### config.mk
export PLATFORM = sky130hd
export DESIGN_NAME = mem_access_stage
export DESIGN_NICKNAME = d
export VERILOG_FILES = /design/src/rtl/mem_pkg.sv /design/src/rtl/load_store_align.sv /design/src/rtl/mem_access_stage.sv
export SDC_FILE = /design/constraint.sdc
export NUM_CORES = 1
export LEC_CHECK = 0
export CAP_MARGIN = 20
export CORE_MARGIN = 2
export CORE_UTILIZATION = 45
export DETAILED_ROUTE_END_ITERATION = 16
export PLACE_DENSITY = 0.78
export SLEW_MARGIN = 20
export SYNTH_ARGS = -nofsm -noshare
export SYNTH_HDL_FRONTEND = slang
export SYNTH_SLANG_ARGS = --single-unit
export TNS_END_PERCENT = 50
### constraint.sdc
create_clock -name clk -period 9 [get_ports clk]
set_input_delay 1.8 -clock clk [delete_from_list [all_inputs] [get_ports clk]]
set_output_delay 1.8 -clock clk [all_outputs]
set_load 0.005 [all_outputs]
### src/rtl/mem_pkg.sv
// Shared definitions for the MEM stage: funct3 access encodings and the
// access FSM state type.
package mem_pkg;

  localparam logic [2:0] F3_B  = 3'b000;
  localparam logic [2:0] F3_H  = 3'b001;
  localparam logic [2:0] F3_W  = 3'b010;
  localparam logic [2:0] F3_BU = 3'b100;
  localparam logic [2:0] F3_HU = 3'b101;

  typedef enum logic [1:0] {
    IDLE = 2'd0,
    WAIT = 2'd1,
    RESP = 2'd2
  } state_t;

endpackage

### src/rtl/load_store_align.sv
// Combinational byte-lane steering for the MEM stage.
//   funct3_i      access size/sign
//   addr_lo_i     effective address bits [1:0]
//   mem_read_i    load access
//   mem_write_i   store access
//   store_data_i  raw store data (low bits significant)
//   rdata_i       word returned by data memory
//   be_o          byte enables for the access size/offset
//   wdata_o       store data replicated across lanes
//   load_data_o   selected and sign/zero-extended load data
//   bad_o         illegal encoding or misaligned address
module load_store_align
  import mem_pkg::*;
(
  input  logic [2:0]  funct3_i,
  input  logic [1:0]  addr_lo_i,
  input  logic        mem_read_i,
  input  logic        mem_write_i,
  input  logic [31:0] store_data_i,
  input  logic [31:0] rdata_i,
  output logic [3:0]  be_o,
  output logic [31:0] wdata_o,
  output logic [31:0] load_data_o,
  output logic        bad_o
);

  logic [7:0]  byte_sel;
  logic [15:0] half_sel;
  logic        misalign;
  logic        illegal;

  always_comb begin
    byte_sel    = rdata_i[{addr_lo_i, 3'b000} +: 8];
    half_sel    = addr_lo_i[1] ? rdata_i[31:16] : rdata_i[15:0];
    be_o        = '0;
    wdata_o     = store_data_i;
    load_data_o = '0;
    misalign    = 1'b0;

    // funct3[1:0] gives the access size for both signed and unsigned loads
    case (funct3_i[1:0])
      2'b00: begin
        be_o    = 4'b0001 << addr_lo_i;
        wdata_o = {4{store_data_i[7:0]}};
      end
      2'b01: begin
        be_o     = addr_lo_i[1] ? 4'b1100 : 4'b0011;
        wdata_o  = {2{store_data_i[15:0]}};
        misalign = addr_lo_i[0];
      end
      2'b10: begin
        be_o     = '1;
        misalign = |addr_lo_i;
      end
      default: be_o = '0;
    endcase

    case (funct3_i)
      F3_B:    load_data_o = {{24{byte_sel[7]}}, byte_sel};
      F3_H:    load_data_o = {{16{half_sel[15]}}, half_sel};
      F3_W:    load_data_o = rdata_i;
      F3_BU:   load_data_o = {24'd0, byte_sel};
      F3_HU:   load_data_o = {16'd0, half_sel};
      default: load_data_o = '0;
    endcase

    illegal = (mem_read_i & mem_write_i)
            | (mem_read_i & ((funct3_i == 3'b011) | (funct3_i == 3'b110) |
                             (funct3_i == 3'b111)))
            | (mem_write_i & ~((funct3_i == F3_B) | (funct3_i == F3_H) |
                               (funct3_i == F3_W)));
    bad_o = illegal | misalign;
  end

endmodule

### src/rtl/mem_access_stage.sv
// Pipeline MEM stage: issues loads/stores on a req/ack data-memory port,
// stalls upstream while an access is outstanding and holds the MEM/WB
// register.
//   clk, rst                       clock, async active-high reset
//   RegWrite_in..funct3_in         EX/MEM control and data
//   dmem_req/we/addr/wdata/be      registered memory request
//   dmem_ack, dmem_rdata           memory completion and read data
//   mem_stall                      hold EX/MEM and upstream (combinational)
//   misalign_fault, timeout_fault  one-cycle fault pulses
//   RegWrite_out..rd_out           MEM/WB register outputs
module mem_access_stage
  import mem_pkg::*;
#(
  parameter int unsigned TIMEOUT_CYC = 255
) (
  input  logic        clk,
  input  logic        rst,
  input  logic        RegWrite_in,
  input  logic        MemtoReg_in,
  input  logic        MemRead_in,
  input  logic        MemWrite_in,
  input  logic [31:0] alu_result_in,
  input  logic [31:0] reg_data2_in,
  input  logic [4:0]  rd_in,
  input  logic [2:0]  funct3_in,
  output logic        dmem_req,
  output logic        dmem_we,
  output logic [31:0] dmem_addr,
  output logic [31:0] dmem_wdata,
  output logic [3:0]  dmem_be,
  input  logic        dmem_ack,
  input  logic [31:0] dmem_rdata,
  output logic        mem_stall,
  output logic        misalign_fault,
  output logic        timeout_fault,
  output logic        RegWrite_out,
  output logic        MemtoReg_out,
  output logic [31:0] mem_data_out,
  output logic [31:0] alu_result_out,
  output logic [4:0]  rd_out
);

  localparam logic [7:0] TO_LAST = 8'(TIMEOUT_CYC - 1);

  state_t      state_q, state_d;
  logic [7:0]  cnt_q, cnt_d;
  logic        req_q, req_d;
  logic        we_q, we_d;
  logic [31:0] addr_q, addr_d;
  logic [31:0] wdata_q, wdata_d;
  logic [3:0]  be_q, be_d;
  logic [31:0] ld_data_q, ld_data_d;
  logic        misalign_q, misalign_d;
  logic        timeout_q, timeout_d;
  logic        rw_q, rw_d;
  logic        mtr_q, mtr_d;
  logic [31:0] data_q, data_d;
  logic [31:0] alu_q, alu_d;
  logic [4:0]  rd_q, rd_d;
  logic        stall_c;

  logic        access;
  logic        lsa_bad;
  logic [3:0]  lsa_be;
  logic [31:0] lsa_wdata;
  logic [31:0] lsa_load;

  assign access = MemRead_in | MemWrite_in;

  load_store_align u_align (
    .funct3_i     (funct3_in),
    .addr_lo_i    (alu_result_in[1:0]),
    .mem_read_i   (MemRead_in),
    .mem_write_i  (MemWrite_in),
    .store_data_i (reg_data2_in),
    .rdata_i      (dmem_rdata),
    .be_o         (lsa_be),
    .wdata_o      (lsa_wdata),
    .load_data_o  (lsa_load),
    .bad_o        (lsa_bad)
  );

  always_comb begin
    state_d    = state_q;
    cnt_d      = cnt_q;
    req_d      = req_q;
    we_d       = we_q;
    addr_d     = addr_q;
    wdata_d    = wdata_q;
    be_d       = be_q;
    ld_data_d  = ld_data_q;
    misalign_d = 1'b0;
    timeout_d  = 1'b0;
    rw_d       = rw_q;
    mtr_d      = mtr_q;
    data_d     = data_q;
    alu_d      = alu_q;
    rd_d       = rd_q;
    stall_c    = 1'b0;

    case (state_q)
      IDLE: begin
        rw_d   = RegWrite_in;
        mtr_d  = MemtoReg_in;
        alu_d  = alu_result_in;
        rd_d   = rd_in;
        data_d = '0;
        if (access) begin
          if (lsa_bad) begin
            rw_d       = 1'b0;
            misalign_d = 1'b1;
          end else begin
            stall_c = 1'b1;
            req_d   = 1'b1;
            we_d    = MemWrite_in;
            addr_d  = {alu_result_in[31:2], 2'b00};
            wdata_d = lsa_wdata;
            be_d    = lsa_be;
            cnt_d   = '0;
            state_d = WAIT;
            // WB sees a bubble until the access retires in RESP
            rw_d    = 1'b0;
            mtr_d   = 1'b0;
            alu_d   = '0;
            rd_d    = '0;
          end
        end
      end
      WAIT: begin
        stall_c = 1'b1;
        cnt_d   = cnt_q + 8'd1;
        if (dmem_ack) begin
          req_d     = 1'b0;
          ld_data_d = lsa_load;
          state_d   = RESP;
        end else if (cnt_q == TO_LAST) begin
          req_d     = 1'b0;
          ld_data_d = '0;
          timeout_d = 1'b1;
          state_d   = RESP;
        end
      end
      RESP: begin
        // EX/MEM is still holding the instruction that made the access
        rw_d    = RegWrite_in & ~timeout_q;
        mtr_d   = MemtoReg_in;
        alu_d   = alu_result_in;
        rd_d    = rd_in;
        data_d  = MemRead_in ? ld_data_q : '0;
        cnt_d   = '0;
        state_d = IDLE;
      end
      default: state_d = IDLE;
    endcase
  end

  always_ff @(posedge clk or posedge rst) begin
    if (rst) begin
      state_q    <= IDLE;
      cnt_q      <= '0;
      req_q      <= 1'b0;
      we_q       <= 1'b0;
      addr_q     <= '0;
      wdata_q    <= '0;
      be_q       <= '0;
      ld_data_q  <= '0;
      misalign_q <= 1'b0;
      timeout_q  <= 1'b0;
      rw_q       <= 1'b0;
      mtr_q      <= 1'b0;
      data_q     <= '0;
      alu_q      <= '0;
      rd_q       <= '0;
    end else begin
      state_q    <= state_d;
      cnt_q      <= cnt_d;
      req_q      <= req_d;
      we_q       <= we_d;
      addr_q     <= addr_d;
      wdata_q    <= wdata_d;
      be_q       <= be_d;
      ld_data_q  <= ld_data_d;
      misalign_q <= misalign_d;
      timeout_q  <= timeout_d;
      rw_q       <= rw_d;
      mtr_q      <= mtr_d;
      data_q     <= data_d;
      alu_q      <= alu_d;
      rd_q       <= rd_d;
    end
  end

  // stall is combinational, so mask it while reset holds the stage idle
  assign mem_stall      = stall_c & ~rst;
  assign dmem_req       = req_q;
  assign dmem_we        = we_q;
  assign dmem_addr      = addr_q;
  assign dmem_wdata     = wdata_q;
  assign dmem_be        = be_q;
  assign misalign_fault = misalign_q;
  assign timeout_fault  = timeout_q;
  assign RegWrite_out   = rw_q;
  assign MemtoReg_out   = mtr_q;
  assign mem_data_out   = data_q;
  assign alu_result_out = alu_q;
  assign rd_out         = rd_q;

endmodule

# == Word-level counts from Yosys, hierarchy flattened ==
# Index checks and enable logic that the tools add are counted.
# totals
output_inout_bits,144
input_bits,111
elab_cells,106
ff_bits,183
# classes
shift,2
bitwise_logic,17
eq_ne,15
n_mux,43
add_sub_neg,1
n_reduce_logical,13
# ops
operator,count
$pmux W32 S2,3
$mux W32,5
$pmux W32 S5,1
$shiftx A32 B6 Y8,1
$pmux W8 S3,1
$mux W16,1
$mux W8,2
$mux W1,15
$eq A3 B3 Y1 const B,4
$pmux W4 S3,1
$mux W5,2
$pmux W1 S2,5
$pmux W5 S2,1
$reduce_and A3 Y1,3
$add A8 B1 Y8 const B,1
$eq A8 B8 Y1 const B,1
$mux W2,4
$or A1 B1 Y1,8
$eq A3 B2 Y1 const B,2
$reduce_bool A2 Y1,3
$and A1 B1 Y1,5
$eq A2 B1 Y1 const B,2
$eq A2 B2 Y1 const B,2
$logic_not A2 Y1,2
other kinds (12),16

# == Logic depth before layout (Yosys ltp) ==
# logic_depth
word_depth,11
mapped_depth,13
depth_no_buf,7

# == By module ==
# From an unflattened synthesis, not the netlist that was laid out.
# unflattened
hier_cells,696
area_unflattened_um2,8334.2
# by_module_without_submodules
module,cells_each,area_per_inst_um2,seq_area_each_um2,instances
mem_access_stage,526,7206.9,4579.4,1
load_store_align,170,1127.3,0.0,1

# == Worst setup path after synthesis ==
# Ideal clock, no wire load.
# synth_path
path_kind,input to output
start,input funct3_in[1]
end,output mem_stall
cell_stages,10
arrival_time_ns,3.610
path_slack_ns,3.590
t_required_ns,7.200
path_buffers,3
cell_sequence,clkbuf_1 -> inv_1 -> ha_1 -> buf_6 -> o211ai_1 -> and4_4 -> a21boi_4 -> nand2_1 -> buf_2 -> a21oi_1
# synth_between
elab_chain_len,11
word_cells_on_any_way,23
classes_between,eq/ne: 7; mux: 4; bitwise: 11; reduce/logical: 1
# synth_lines
element,line_no,source
start: declaration,mem_access_stage.sv:25,"input logic [2:0] funct3_in,"
"$eq A3 B2 Y1, or another cell as far along",load_store_align.sv:68,| (mem_read_i & ((funct3_i == 3'b011) | (funct3_i == 3'b110) |
"$or A1 B1 Y1, on equally long branches (2 in series)","load_store_align.sv:68, load_store_align.sv:70",
$and A1 B1 Y1 or $not A1 Y1 (tied branches),"load_store_align.sv:68, load_store_align.sv:70",
$or A1 B1 Y1 or $and A1 B1 Y1 (tied branches),"load_store_align.sv:68, load_store_align.sv:70",
$or A1 B1 Y1,load_store_align.sv:70,| (mem_write_i & ~((funct3_i == F3_B) | (funct3_i == F3_H) |
$or A1 B1 Y1 (*),load_store_align.sv:72,bad_o = illegal | misalign;
$mux W1 (*),mem_access_stage.sv:109,if (lsa_bad) begin
$mux W1 (*),mem_access_stage.sv:108,if (access) begin
$pmux W1 S2 (*),mem_access_stage.sv:101,case (state_q)
$and A1 B1 Y1 (*),mem_access_stage.sv:194,assign mem_stall = stall_c & ~rst;
end: declaration,mem_access_stage.sv:33,"output logic mem_stall,"
# Every way passes the cells marked *; elsewhere a longest branch is shown, timed or not.

# == Worst setup path after layout ==
# Ends and elaborated chain as after synthesis.

==> reports/results.tsv <==
metric	value	unit
Slew Viols, Final	0	
global-route wire length before repair	33.6	mm
Rows	48	
YS warnings	0	
pin count of the biggest net entering global routing	107	
Cells after Synth	626	
post-synth top area cell	dfrtp_1	
crit path max fanout	14	
DP Cell Count	1068	
worst min path class	reg2reg	
# fillers	1350	
GPL Wtd Cong	0.821	
Worst Path Arrival	5.06	ns
Die ar.	18800	µm²
initial antenna violation count	0	
min Tclk post-route	6.86	ns
most common cell in the netlist	dfrtp_1	
DR WL/cell	20.0	µm
data required time at the worst endpoint	7.20	ns
Post-route DRC	0	
asr flop ratio synth	100	%
CP Capture Type	primary output	
FF+latch count, synth	183	
Post-Syn Area	7970	µm²
dpl hpwl	15.4	mm
library cells used by synthesis	48	
Diodes inserted	0	
Finished Layout Cells	1100	
drt initial violations	424	
Reg area	4580	µm²
fmax	0.146	GHz
clock sink count	183	
Slew headroom	34.4	%
Seq/Total Area, Yosys	57.5	%
Crit Path Category	in2out	
core region area	17300	µm²
Area growth syn-to-layout	40.3	%
clock buffer count from CTS	17	
CP most frequent cell	clkdlybuf4s50_1	
vias per cell	5.56	
post_cts resized	0	
Skew-Pair Late Insertion Delay	0.43	ns
worst-case clock buffer depth	2	
hold_buf cts	0	
DR vias	6114	
crit share post-route	76.3	%
number of global-route vias before repair	6170	
DRT Pass-1 Iters	5	
H-tree depth	4	
Static Leak	0.00482	µW
count of boundary I/O pins	255	
Max stage delay on crit path	0.96	ns
CTS clk-pin slew, worst paths	0.07	ns
Chip Width	137	µm
Least-Margin Pin Slew	0.984	ns
Total Neg Setup Slack	0	ns
# port buffers	252	
status	complete, no violations	
endpoints failing hold	0	
gr usage total	23.5	%
final net count	980	
ys flop type	dfrtp_1	
synthesized area per cell	12.7	µm²
critical path launch point type	input pin	
Pwr Density	259	nW/µm²
die height	137	µm
number of synthesized flops with an enable pin	0	
Setup Fix Bufs, Post-CTS	0	
initial core utilization	46.1	%
layout cell share with drive strength beyond 1	15.2	%
antenna-violating nets left	0	
Synth top cells by count	183 x dfrtp_1, 73 x mux2_2, 49 x nor2_1	
unrepaired setup endpoints after global routing	no	
CTS tree	yes	
post-synth top area share	57.5	%
Synth area leaders	dfrtp_1 57%, mux2_2 10%, mux2i_1 4.9%	
clock skew	0.0106	ns
Critical-path top delay cell	clkdlybuf4s50_1	
max-cap viol count	0	
GR Overflow Total	0	
final WL	22.0	mm
VDD IR max	0.156	mV
root buf cell	clkbuf_16	
final setup vio count	0	
multi-input logic area	3080	µm²
CP Cell Sequence	clkdlybuf4s50_1 > ha_1 > nand3b_1 > and4_4 > a21boi_4 > nand2_1 > a21oi_1 > clkdlybuf4s50_1	
==> power by group <==
group,switching (µW),internal [µW],total (µW)
logic,337,575,912
clock network,350,422,772
registers,151,1060,1210
==> stage by stage <==
step / worst slack (ns) / power, µW / hold slack (ns) / utilization (%) / instance area (µm²)
2_1_floorplan: 2.23 / 1580 / 0.451 / - / 7970
3_5_place_dp: 2.15 / 2130 / 0.476 / 61.1 / 10600
6_report: 2.14 / 2890 / 0.492 / 64.6 / 11200
5_1_grt: 1.93 / 3040 / 0.508 / 64.6 / 11200
4_1_cts: 2.14 / 2920 / 0.491 / 64.6 / 11200
3_3_place_gp: 2.23 / 2110 / 0.463 / 61.1 / 10600
==> final timing paths <==
path / slack [ns] / end / cells past startpoint / from
setup / recovery: 2.14 / mem_stall / 8 / funct3_in[1]
hold / removal: 0.49 / ld_data_q[8]$_DFFE_PP0P_ / 2 / ld_data_q[8]$_DFFE_PP0P_
setup reg to reg: 6.15 / dmem_addr[7]$_DFFE_PP0P_ / 4 / state_q[0]$_DFFE_PP0P_
hold reg to reg: 0.49 / ld_data_q[8]$_DFFE_PP0P_ / 2 / ld_data_q[8]$_DFFE_PP0P_
max in group asynchronous: 5.42 / dmem_wdata[5]$_DFFE_PP0P_ / 3 / rst
min in group asynchronous: 1.98 / dmem_wdata[2]$_DFFE_PP0P_ / 2 / rst
==> sequential cells by signal (all words and copies together), names as in the netlist, 2 cells and up <==
register / flops
alu_result_out: 32
cnt_q: 8
dmem_addr: 30
dmem_be: 4
dmem_wdata: 32
ld_data_q: 32
mem_data_out: 32
rd_out: 5
state_q: 2
==> logic make-up after synthesis <==
family | Yosys count | synth area share (%)
compound gates | 135 | 13.5
simple gates | 122 | 6.53
buf+inv | 55 | 3.99
fa+ha+maj | 7 | 1.10
flops | 183 | 57.5
other cells | 1 | 0.0471
mux | 123 | 17.4
==> cell type report <==
class,instances,area share (%)
Sequential cell,183,41.0
Multi-Input combinational cell,389,27.5
Timing Repair Buffer,260,23.1
Clock buffer,17,3.80
Tap cell,225,2.52
Clock inverter,15,1.63
Inverter,11,0.414
==> per-layer routing <==
| layer | global-route usage (%) | routed length, µm | vias to the layer above |
|---|---|---|---|
| met3 | 6.41 | 1550 | 32 |
| li1 | - | - | 2753 |
| met1 | 29.8 | 9040 | 3095 |
| met5 | 0 | 0 | - |
| met4 | 9.22 | 525 | 0 |
| met2 | 38.4 | 10900 | 234 |
==> critical path, delay by kind of cell <==
family / cells / cell delay, ns
buf+inv: 2 / 1.49
simple gates: 3 / 0.80
compound gates: 2 / 0.50
fa+ha+maj: 1 / 0.46
==> cells in the final DEF (no fill, tap or decap), types with 3 or more instances in the layout <==
cell type	count
a22o_1	40
buf_4	8
a21oi_1	7
mux2_4	10
nand2_1	48
nand3_1	4
nor3_1	5
clkdlybuf4s50_1	252
o211ai_1	3
nor2_1	49
nor2b_1	4
a221o_1	16
inv_6	6
o21a_1	3
a221oi_1	8
inv_8	3
inv_1	10
o21ai_0	28
mux2_2	73
a222oi_1	8
clkbuf_16	17
dfrtp_1	182
mux2i_1	39
a22oi_1	8
ha_1	7
No activity file was read; power rests on OpenSTA's default activity.
